==> config.mk <==
export PLATFORM = sky130hd
export DESIGN_NAME = uart_tx_serializer
export DESIGN_NICKNAME = d
export VERILOG_FILES = /design/src/rtl/uart_tx_serializer.sv
export SDC_FILE = /design/constraint.sdc
export NUM_CORES = 1
export LEC_CHECK = 0
export ABC_AREA = 0
export CORE_UTILIZATION = 40
export CTS_CLUSTER_SIZE = 20
export DETAILED_ROUTE_END_ITERATION = 10
export MAX_ROUTING_LAYER = met4
export PLACE_DENSITY = 0.7
export SYNTH_ARGS = -nofsm -noshare
export SYNTH_HDL_FRONTEND = slang
export SYNTH_SLANG_ARGS = --single-unit
==> constraint.sdc <==
create_clock -name clk -period 3.9 [get_ports clk]
set_clock_uncertainty 0.15 [all_clocks]
set_input_delay 0.78 -clock clk [delete_from_list [all_inputs] [get_ports clk]]
set_output_delay 0.78 -clock clk [all_outputs]
set_load 0.03 [all_outputs]
==> src/rtl/uart_tx_serializer.sv <==
// UART transmit serializer: start bit, LSB-first data, optional parity, stop bit.
// Each bit lasts the prescale value latched when the frame is accepted, so
// later changes to the configuration inputs do not disturb a frame in flight.
module uart_tx_serializer #(
    parameter int unsigned DATA_WIDTH = 8
) (
    input  logic                  clk,
    input  logic                  rst,
    input  logic [DATA_WIDTH-1:0] p_data,
    input  logic                  data_valid,
    input  logic                  par_en,
    input  logic                  par_typ,
    input  logic [5:0]            prescale,
    output logic                  tx_out,
    output logic                  busy
);

    localparam int unsigned EDGE_W = 6;
    localparam int unsigned BIT_W  = 4;
    localparam int unsigned IDX_W  = (DATA_WIDTH > 1) ? $clog2(DATA_WIDTH) : 1;

    typedef enum logic [2:0] {
        IDLE   = 3'd0,
        START  = 3'd1,
        DATA   = 3'd2,
        PARITY = 3'd3,
        STOP   = 3'd4
    } state_t;

    state_t                state_q;
    state_t                state_d;

    logic [DATA_WIDTH-1:0] data_q;
    logic                  par_en_q;
    logic                  par_typ_q;
    logic [EDGE_W-1:0]     prescale_q;

    logic [EDGE_W-1:0]     edge_cnt_q;
    logic [BIT_W-1:0]      bit_cnt_q;
    logic [BIT_W-1:0]      bit_cnt_d;

    logic                  tx_d;
    logic                  busy_d;

    logic                  accept;
    logic [EDGE_W-1:0]     period_last;
    logic                  bit_end;
    logic                  last_data_bit;
    logic [IDX_W-1:0]      data_idx;

    // A latched prescale of zero behaves like one cycle per bit.
    assign accept        = (state_q == IDLE) && data_valid;
    assign period_last   = (prescale_q == '0) ? '0 : prescale_q - EDGE_W'(1);
    assign bit_end       = (edge_cnt_q == period_last);
    assign last_data_bit = (bit_cnt_q == BIT_W'(DATA_WIDTH - 1));

    // State register.
    always_ff @(posedge clk or negedge rst) begin
        if (!rst) begin
            state_q <= IDLE;
        end else begin
            state_q <= state_d;
        end
    end

    // Next-state logic: every non-idle state advances only at the end of a bit period.
    always_comb begin
        state_d = state_q;
        case (state_q)
            IDLE: begin
                if (data_valid) begin
                    state_d = START;
                end
            end
            START: begin
                if (bit_end) begin
                    state_d = DATA;
                end
            end
            DATA: begin
                if (bit_end && last_data_bit) begin
                    state_d = par_en_q ? PARITY : STOP;
                end
            end
            PARITY: begin
                if (bit_end) begin
                    state_d = STOP;
                end
            end
            STOP: begin
                if (bit_end) begin
                    state_d = IDLE;
                end
            end
            default: begin
                state_d = IDLE;
            end
        endcase
    end

    // Output logic: next line level and busy, derived from the upcoming state so they can be registered.
    always_comb begin
        bit_cnt_d = bit_cnt_q;
        tx_d      = 1'b1;
        busy_d    = (state_d != IDLE);
        data_idx  = '0;

        if (state_d != DATA) begin
            bit_cnt_d = '0;
        end else if ((state_q == DATA) && bit_end) begin
            bit_cnt_d = bit_cnt_q + BIT_W'(1);
        end

        data_idx = IDX_W'(bit_cnt_d);

        case (state_d)
            START:   tx_d = 1'b0;
            DATA:    tx_d = data_q[data_idx];
            PARITY:  tx_d = (^data_q) ^ par_typ_q;
            default: tx_d = 1'b1;
        endcase
    end

    // Registered serial line and busy flag; reset forces the line idle-high.
    always_ff @(posedge clk or negedge rst) begin
        if (!rst) begin
            tx_out <= 1'b1;
            busy   <= 1'b0;
        end else begin
            tx_out <= tx_d;
            busy   <= busy_d;
        end
    end

    // Frame registers captured on accept.
    always_ff @(posedge clk or negedge rst) begin
        if (!rst) begin
            data_q     <= '0;
            par_en_q   <= 1'b0;
            par_typ_q  <= 1'b0;
            prescale_q <= '0;
        end else if (accept) begin
            data_q     <= p_data;
            par_en_q   <= par_en;
            par_typ_q  <= par_typ;
            prescale_q <= prescale;
        end
    end

    // Edge counter: restarts at every bit boundary and stays cleared while idle.
    always_ff @(posedge clk or negedge rst) begin
        if (!rst) begin
            edge_cnt_q <= '0;
        end else if ((state_q == IDLE) || bit_end) begin
            edge_cnt_q <= '0;
        end else begin
            edge_cnt_q <= edge_cnt_q + EDGE_W'(1);
        end
    end

    // Data bit counter.
    always_ff @(posedge clk or negedge rst) begin
        if (!rst) begin
            bit_cnt_q <= '0;
        end else begin
            bit_cnt_q <= bit_cnt_d;
        end
    end

endmodule

---- After elaboration in Yosys (flattened, before gate mapping) ----
Cells that the tools add are included.
storage, ports and cells
  input port bits ......................... 19
  register bits ........................... 31
operators by class
  bitwise operators ....................... 1
  equality and inequality tests ........... 10
  add/sub/neg operators ................... 3
  order comparisons ....................... 1
  reduce and logical (&&, ||, !) cells .... 9
  mux-type cells .......................... 14
operators with widths
  operator                                                                       number
  3-bit two-way mux                                                              6
  3-bit one-hot mux with 5 select lines                                          1
  3-bit by 2-bit == test with 1-bit output (second input constant)               4
  6-bit two-way mux                                                              2
  4-bit two-way mux                                                              2
  8-bit parity                                                                   1
  6-bit by 1-bit adder with 6-bit output (second input constant)                 1
  3-bit by 1-bit == test with 1-bit output (second input constant)               2
  6-bit == test                                                                  1
  6-bit zero test                                                                1
  6-bit by 1-bit subtractor with 6-bit output (second input constant)            1
  4-bit by 1-bit adder with 4-bit output (second input constant)                 1
  4-bit by 3-bit == test with 1-bit output (second input constant)               1
  3-bit by 4-bit less-than comparator with 1-bit output (second input constant)  1
  1-bit binary-select mux with 3-bit select                                      1
  3-bit == test (second input constant)                                          1
  1-bit logical AND                                                              3
  3-bit zero test                                                                1
  3-bit by 2-bit != test with 1-bit output (second input constant)               1
  1-bit one-hot mux with 3 select lines                                          1
  3-bit nonzero test                                                             1
  2-bit nonzero test                                                             1
  1-bit logical OR                                                               1
  1-bit two-way mux                                                              1
  1-bit XOR                                                                      1

---- Logic depth before layout (Yosys ltp) ----
Gate-level depths: netlist of run 1.
  depth in word-level cells ............... 11
  depth in mapped cells ................... 10
  depth with buffers taken out ............ 10

---- Least setup slack after synthesis of run 1 ----
OpenSTA, ideal clock, no wires.
  path type ............................... reg-to-reg
  start point ............................. reg prescale_q[0]
  end point ............................... reg tx_out
  stages on the path, launching flop included .. 11
  setup time .............................. 0.097 ns
  slack ................................... 0.802 ns
  required time ........................... 3.653 ns
  arrival ................................. 2.851 ns
  buffers on the path ..................... 0
  period minus slack after synthesis ...... 3.098 ns
  cell sequence ........................... dfrtp_1 -> inv_1 -> ha_1 -> nor3b_2 -> o21ai_1 -> nor4_2 -> nand4_4 -> nor3_2 -> mux2_2 -> o311ai_0 -> o211ai_1
between the ends
  longest elaborated chain between the ends .. 11
ends and longest elaborated chain
  item                                                                            RTL line  RTL
  start: declaration                                                              36        logic [EDGE_W-1:0] prescale_q;
  start signal: assignment                                                        146       prescale_q <= prescale;
  6-bit by 1-bit subtractor with 6-bit output or 6-bit zero test (tied branches)  53        assign period_last = (prescale_q == '0) ? '0 : prescale_q - EDGE_W'(1);
  6-bit two-way mux *                                                             53
  6-bit == test *                                                                 54        assign bit_end = (edge_cnt_q == period_last);
  1-bit logical AND                                                               81        if (bit_end && last_data_bit) begin
  3-bit two-way mux                                                               81
  3-bit one-hot mux with 5 select lines                                           69        case (state_q)
  3-bit by 2-bit != test with 1-bit output                                        108       if (state_d != DATA) begin
  4-bit two-way mux                                                               108
  1-bit binary-select mux with 3-bit select                                       118       DATA: tx_d = data_q[data_idx];
  1-bit two-way mux (not written as such)                                         118
  1-bit one-hot mux with 3 select lines *                                         116       case (state_d)
  via tx_d                                                                        42        logic tx_d;
  end signal: assignment                                                          130       tx_out <= tx_d;
  end: declaration                                                                14        output logic tx_out,
Mark *: on every way through the listed nets, which the timed path passes. The rest lies on a longest branch. The select of a mux whose other input is x is not followed.
A chain may end at the register's enable or synchronous reset.

---- Final worst setup path of run 1 ----
Ends and elaborated chain as after synthesis.

==> qor.yml, run 1 <==
sta:
  timing.slew.headroom_pct: 38.37
  maxSlewViolCount: 0
  layout_min_cycle_time_ns: 3.470
  final.setup.tns_ns: 0
  max_freq_mhz: 288.2
  worst_pin_slew_ns: 0.9245
  fin_crit_sh_pct: 88.98
  rsz0062_at_grt: "no"
  hold_violations: 0
  setup_viol: 0
grt:
  antenna_found_initial: 0
  grt_max_degree: 32
  grt_pass1_wl_um: 6499
  track_usage_pct: 17.03
  grt_overflow: 0
  grt_pass1_vias: 1434
clocking:
  cts_max_level: 2
  cts_sinks: 31
  postCtsHoldBufs: 0
  post_cts_buffers: 0
  clock_latency_ns: 0.28
  cts-root-buf: "clkbuf_8"
  cts_tree: "done"
  cts_buffer_depth: 2
  cts_buffers: 5
  clk_pin_slew_ns: 0.06
  cts-resized-gates: 0
synthesis:
  async_reset_ff_share_pct: 100.0
  yosys_warnings: 0
  yosys-top-cells-area: "dfrtp_1, mux2_2, xnor2_1, nor2_1, nand2_1"
  synth_top_area_share_pct: 40.00
  synth_edf_count: 0
  ys.flop_type: "dfrtp_1"
  synth_top_cell_by_area: "dfrtp_1"
  synth-seq-area-share_pct: 41.40
  synthCells: 190
  synth_area_sq_mm: 0.001877
  synth_cell_type_count: 53
  ys_ff_latch: 31
  syn_avg_cell_area_sq_um: 9.878
  syn-num-nets: 212
final_layout:
  nets: 232
  drive_above_1_share_pct: 15.64
  num_antenna_cells: 0
  final_util_pct: 49.92
  multi_input_area_sq_mm: 0.001039
  layout_common_cells: "dfrtp_1, clkdlybuf4s50_1, nor2_1"
  area_growth_pct: 18.20
  final_common_cell: "dfrtp_1"
  fill_cells: 430
  regArea_sq_um: 777.0
outcome:
  status: "complete, but fails checks"
  violations: "design-rule violations"
route:
  postRouteAntennaNets: 0
  via_per_inst: 5.483
  dr.pass1.iters: 7
  wire_per_inst_um: 13.41
  drcViolationCount: 2
  wl_um: 3528
  num_vias: 1442
  drt-initial-drc-count: 65
die:
  start_util_pct: 42.23
  dieArea_sq_mm: 0.004970
  num_rows: 24
  die_h_um: 70.50
  io_pins: 21
  die_w_um: 70.50
  coreArea_sq_mm: 0.004444
power_and_ir_drop:
  power_density_mw_per_mm2: 759.3
  power_leakage_nw: 0.9019
  ir_drop_uv: 383.5
critical_path:
  path_class: "register to register"
  required_ns: 3.93
  startpoint_type: "register"
  critPathArrivalTime_ns: 3.50
  crit_path_max_fanout: 7
  slowest_delay_ns: 0.43
  crit_start: "prescale_q[0]$_DFFE_PN0P_"
  cp_cell_sequence: "inv_1, ha_1, nor3b_2, o21ai_1, nor4_2, nand4_4, nor3_2, mux2_2, o311ai_0, o211ai_1"
  endpoint_kind: "register"
  worst_path_max_delay_cell: "nor3_2"
  reg2reg_from: "prescale_q[0]$_DFFE_PN0P_"
hold_path:
  hold_class: "register to register"
  hold_start: "par_typ_q$_DFFE_PN0P_"
placement:
  dp_hpwl_um: 2638
  port_buffers: 20
  gp_congestion: 0.8521
flow_run:
  maxCapViolCount: 0
## stage by stage
stage               setup WS [ns]  power, mW  hold slack (ns)  cell area (sq um)  std cells
finish                     0.4297      1.685           0.3846               2218        263
global route               0.1087      1.822           0.4203               2218        263
CTS                        0.4240      1.702           0.3964               2218        263
detailed placement         0.4246      1.421           0.3801               2118        255
global placement           0.6165      1.403           0.3756               2118        255
floorplan                  0.8019      1.238           0.3344               1877        190
## flip-flops by register name, indices dropped and copies added, names as in the netlist
| name | flops |
|---|---|
| bit_cnt_q | 4 |
| busy | 1 |
| data_q | 8 |
| edge_cnt_q | 6 |
| par_en_q | 1 |
| par_typ_q | 1 |
| prescale_q | 6 |
| state_q | 3 |
| tx_out | 1 |
## cell families after synthesis
group | synth area share (%)
buffers and inverters | 3.266
xor gates and xnor gates | 7.933
adders and majority gates | 2.000
and+or+nand+nor | 20.87
AOI/OAI and AO/OA | 14.07
DFF | 41.40
muxes | 10.47
## worst paths after layout
check	endpoint	slack [ns]	cells past startpoint
min	par_typ_q$_DFFE_PN0P_	0.38	1
max reg2reg	tx_out$_DFF_PN1_	0.43	10
min reg2reg	par_typ_q$_DFFE_PN0P_	0.38	1
max in group asynchronous	tx_out$_DFF_PN1_	2.54	2
min in group asynchronous	prescale_q[3]$_DFFE_PN0P_	0.73	2
max	tx_out$_DFF_PN1_	0.43	10
## final cells by class
cell class              instances  area share (%)
clock buffers                   8           4.512
inverters                       8           1.354
flip-flops and latches         31           35.03
multi-input cells             143           46.81
well taps                      52           2.933
repair buffers                 21           9.363
## layer usage
metal,vias up,track usage [%],wire [um]
li1,720,-,-
met1,689,23.08,1856
met2,28,25.13,1504
met3,5,2.886,112
met4,0,7.256,55
met5,-,-,0
## power breakdown
group	switching [mW]	internal, mW
Clock	0.113	0.161
Combinational	0.409	0.405
Sequential	0.146	0.450
## critical path, delay by kind of cell, from the launching register on
kind	cells	cell delay [ns]
flip-flops	1	0.42
buffers and inverters	1	0.10
AO/OA/AOI/OAI	3	0.64
multiplexers	1	0.41
AND/OR/NAND/NOR	4	1.39
adder cells (fa/ha/maj)	1	0.27
## Yosys cell counts, types with 3 or more instances
cell / n
nor2_1: 19
a211oi_1: 3
ha_1: 3
a21o_1: 3
nand2_1: 14
xor2_1: 4
mux2_2: 13
mux2i_1: 5
nand4_1: 3
or3_1: 3
clkbuf_1: 6
inv_1: 8
o21ai_0: 8
nor3_1: 5
nand3_1: 3
and2_1: 3
dfrtp_1: 30
xnor2_1: 13
(Power assumes the default switching activity.)
==> run 2: changes to the inputs <==
--- a/config.mk
+++ b/config.mk
@@ -6,11 +6,12 @@
 export NUM_CORES = 1
 export LEC_CHECK = 0
 export ABC_AREA = 0
+export CAP_MARGIN = 25
 export CORE_UTILIZATION = 40
 export CTS_CLUSTER_SIZE = 20
 export DETAILED_ROUTE_END_ITERATION = 10
+export GPL_ROUTABILITY_DRIVEN = 0
 export MAX_ROUTING_LAYER = met4
-export PLACE_DENSITY = 0.7
 export SYNTH_ARGS = -nofsm -noshare
 export SYNTH_HDL_FRONTEND = slang
 export SYNTH_SLANG_ARGS = --single-unit
==> run 2 against run 1 <==
The flow still finishes with violations (design-rule violations). Count of clock-buffer cells in the layout down 2. Largest cell class unchanged. Worst hold slack better by 0.0087 ns. Sequential power up 1%. Combinational power up 0.5%. Fmax up 1.0%. Die area unchanged. Critical endpoint unchanged.
==> qor.yml, run 2 (synthesis results as in run 1) <==
outcome:
  status: "complete, but fails checks"
  violations: "design-rule violations"
clocking:
  cts_buffers: 5  # unchanged
  postCtsHoldBufs: 0  # unchanged
  cts_buffer_depth: 2  # unchanged
  cts_max_level: 2  # unchanged
  cts_tree: "done"
  cts-resized-gates: 0  # unchanged
  post_cts_buffers: 0  # unchanged
  clock_latency_ns: 0.28  # about the same
  clk_pin_slew_ns: 0.07  # about the same
  cts_sinks: 31  # unchanged
  cts-root-buf: "clkbuf_8"
grt:
  grt_pass1_wl_um: 6727  # +3.5%
  grt_overflow: 0  # unchanged
  grt_pass1_vias: 1456  # +1.5%
  grt_max_degree: 32  # unchanged
  antenna_found_initial: 0  # unchanged
  track_usage_pct: 18.08  # +1.1 points
sta:
  rsz0062_at_grt: "no"
  timing.slew.headroom_pct: 40.93  # +2.6 points
  final.setup.tns_ns: 0  # unchanged
  max_freq_mhz: 291.2  # +1.0%
  layout_min_cycle_time_ns: 3.434  # -0.03603 ns
  worst_pin_slew_ns: 0.8860  # -0.03842 ns
  maxSlewViolCount: 0  # unchanged
  fin_crit_sh_pct: 88.06  # -0.92 points
  setup_ws_ns: 0.4658  # +0.03603 ns
  hold_violations: 0  # unchanged
  setup_viol: 0  # unchanged
die:
  die_w_um: 70.50  # unchanged
  coreArea_sq_mm: 0.004444  # unchanged
  die_h_um: 70.50  # unchanged
  dieArea_sq_mm: 0.004970  # unchanged
  start_util_pct: 42.23  # unchanged
  io_pins: 21  # unchanged
  num_rows: 24  # unchanged
critical_path:
  required_ns: 3.94  # about the same
  slowest_delay_ns: 0.42  # about the same
  cp_cell_sequence: "inv_1, ha_1, nor3b_2, o21ai_1, nor4_2, nand4_4, nor3_2, mux2_2, o311ai_0, o211ai_1"
  path_buf_inv: 1  # unchanged
  critPathArrivalTime_ns: 3.47  # -0.03 ns
  path_class: "register to register"
  startpoint_type: "register"
  endpoint_kind: "register"
  critical-path-top-delay-family: "simple AND/OR/NAND/NOR gates"
  crit_path_max_fanout: 7  # unchanged
  worst_path_max_delay_cell: "dfrtp_1"
final_layout:
  largest-register: "data_q"
  final_util_pct: 49.63  # -0.28 points
  final_common_cell: "dfrtp_1"
  fill_cells: 422  # -1.9%
  largest_registers: "data_q x8, edge_cnt_q x6, prescale_q x6"
  largest_reg_flops: 8  # unchanged
  area_growth_pct: 17.53
  design_area_sq_mm: 0.002206  # -0.56%
  num_antenna_cells: 0  # unchanged
  drive_above_1_share_pct: 15.71  # +0.074 points
  nets: 232  # unchanged
  layout_common_cells: "dfrtp_1, clkdlybuf4s50_1, nor2_1"
route:
  drt-initial-drc-count: 90  # +38%
  wl_um: 3803  # +7.8%
  drcViolationCount: 2  # unchanged
  via_per_inst: 5.557  # +1.4%
  dr.pass1.iters: 7  # unchanged
  num_vias: 1456  # +0.97%
  wire_per_inst_um: 14.52  # +8.2%
  postRouteAntennaNets: 0  # unchanged
hold_path:
  hold_class: "register to register"
placement:
  dpl_cell_area_sq_mm: 0.002118  # unchanged
  dpl_worst_slack_ns: 0.4539  # +0.02938 ns
  port_buffers: 20  # unchanged
  dp_hpwl_um: 2771  # +5.0%
power_and_ir_drop:
  power_leakage_nw: 0.8974  # -0.49%
  power_density_mw_per_mm2: 758.7  # about the same
  ir_drop_uv: 355.0  # -7.4%
flow_run:
  maxCapViolCount: 0  # unchanged
[run 2: cell count changes in the layout (fill, tap and decap cells not counted)]
cell and change:
clkbuf_8 -1, clkinv_2 +1, clkbuf_1 -1
[run 2: final timing paths]
check | start | endpoint | slack (ns) | cells past startpoint
min | par_typ_q$_DFFE_PN0P_ | par_typ_q$_DFFE_PN0P_ | 0.39 | 1
max reg2reg | prescale_q[0]$_DFFE_PN0P_ | tx_out$_DFF_PN1_ | 0.47 | 10
min reg2reg | par_typ_q$_DFFE_PN0P_ | par_typ_q$_DFFE_PN0P_ | 0.39 | 1
min in group asynchronous | rst | data_q[4]$_DFFE_PN0P_ | 0.74 | 2
max | prescale_q[0]$_DFFE_PN0P_ | tx_out$_DFF_PN1_ | 0.47 | 10
max in group asynchronous | rst | tx_out$_DFF_PN1_ | 2.54 | 2
[run 2: metrics by stage]
| stage | hold WS (ns) | std cells | power, mW |
|---|---|---|---|
| global route | 0.4294 | 262 | 1.812 |
| finish | 0.3933 | 262 | 1.674 |
| floorplan | 0.3344 | 190 | 1.238 |
| detailed placement | 0.3854 | 255 | 1.425 |
| CTS | 0.4009 | 262 | 1.684 |
| global placement | 0.3639 | 255 | 1.402 |
[run 2: area by class of cell]
class | instances | area [sq um] | area share (%)
clock inverters | 1 | 5.005 | 0.2269
multi-input cells | 143 | 1039 | 47.08
repair buffers | 21 | 207.7 | 9.416
clock buffers | 6 | 82.58 | 3.744
flip-flops and latches | 31 | 777.0 | 35.22
inverters | 8 | 30.03 | 1.361
well taps | 52 | 65.06 | 2.950
[run 2: routing by layer]
metal / vias to the layer above / part of all wire [%] / track usage [%]
met5: - / 0 / -
met4: 0 / 1.1 / 6.803
met3: 4 / 4.7 / 5.051
met2: 34 / 48 / 28.91
met1: 698 / 46 / 21.72
li1: 720 / - / -
[run 2: worst register-to-register path: stages, from the launching register on]
cell and delay, ns:
dfrtp_1 0.42, inv_1 0.10, ha_1 0.26, nor3b_2 0.39
o21ai_1 0.15, nor4_2 0.41, nand4_4 0.20, nor3_2 0.41
mux2_2 0.40, o311ai_0 0.32, o211ai_1 0.15
[run 2: power by group]
group	internal, mW	total (mW)	switching, mW
Combinational	0.406	0.818	0.412
Sequential	0.450	0.603	0.153
Clock	0.138	0.253	0.115
Total	0.994	1.67	0.680
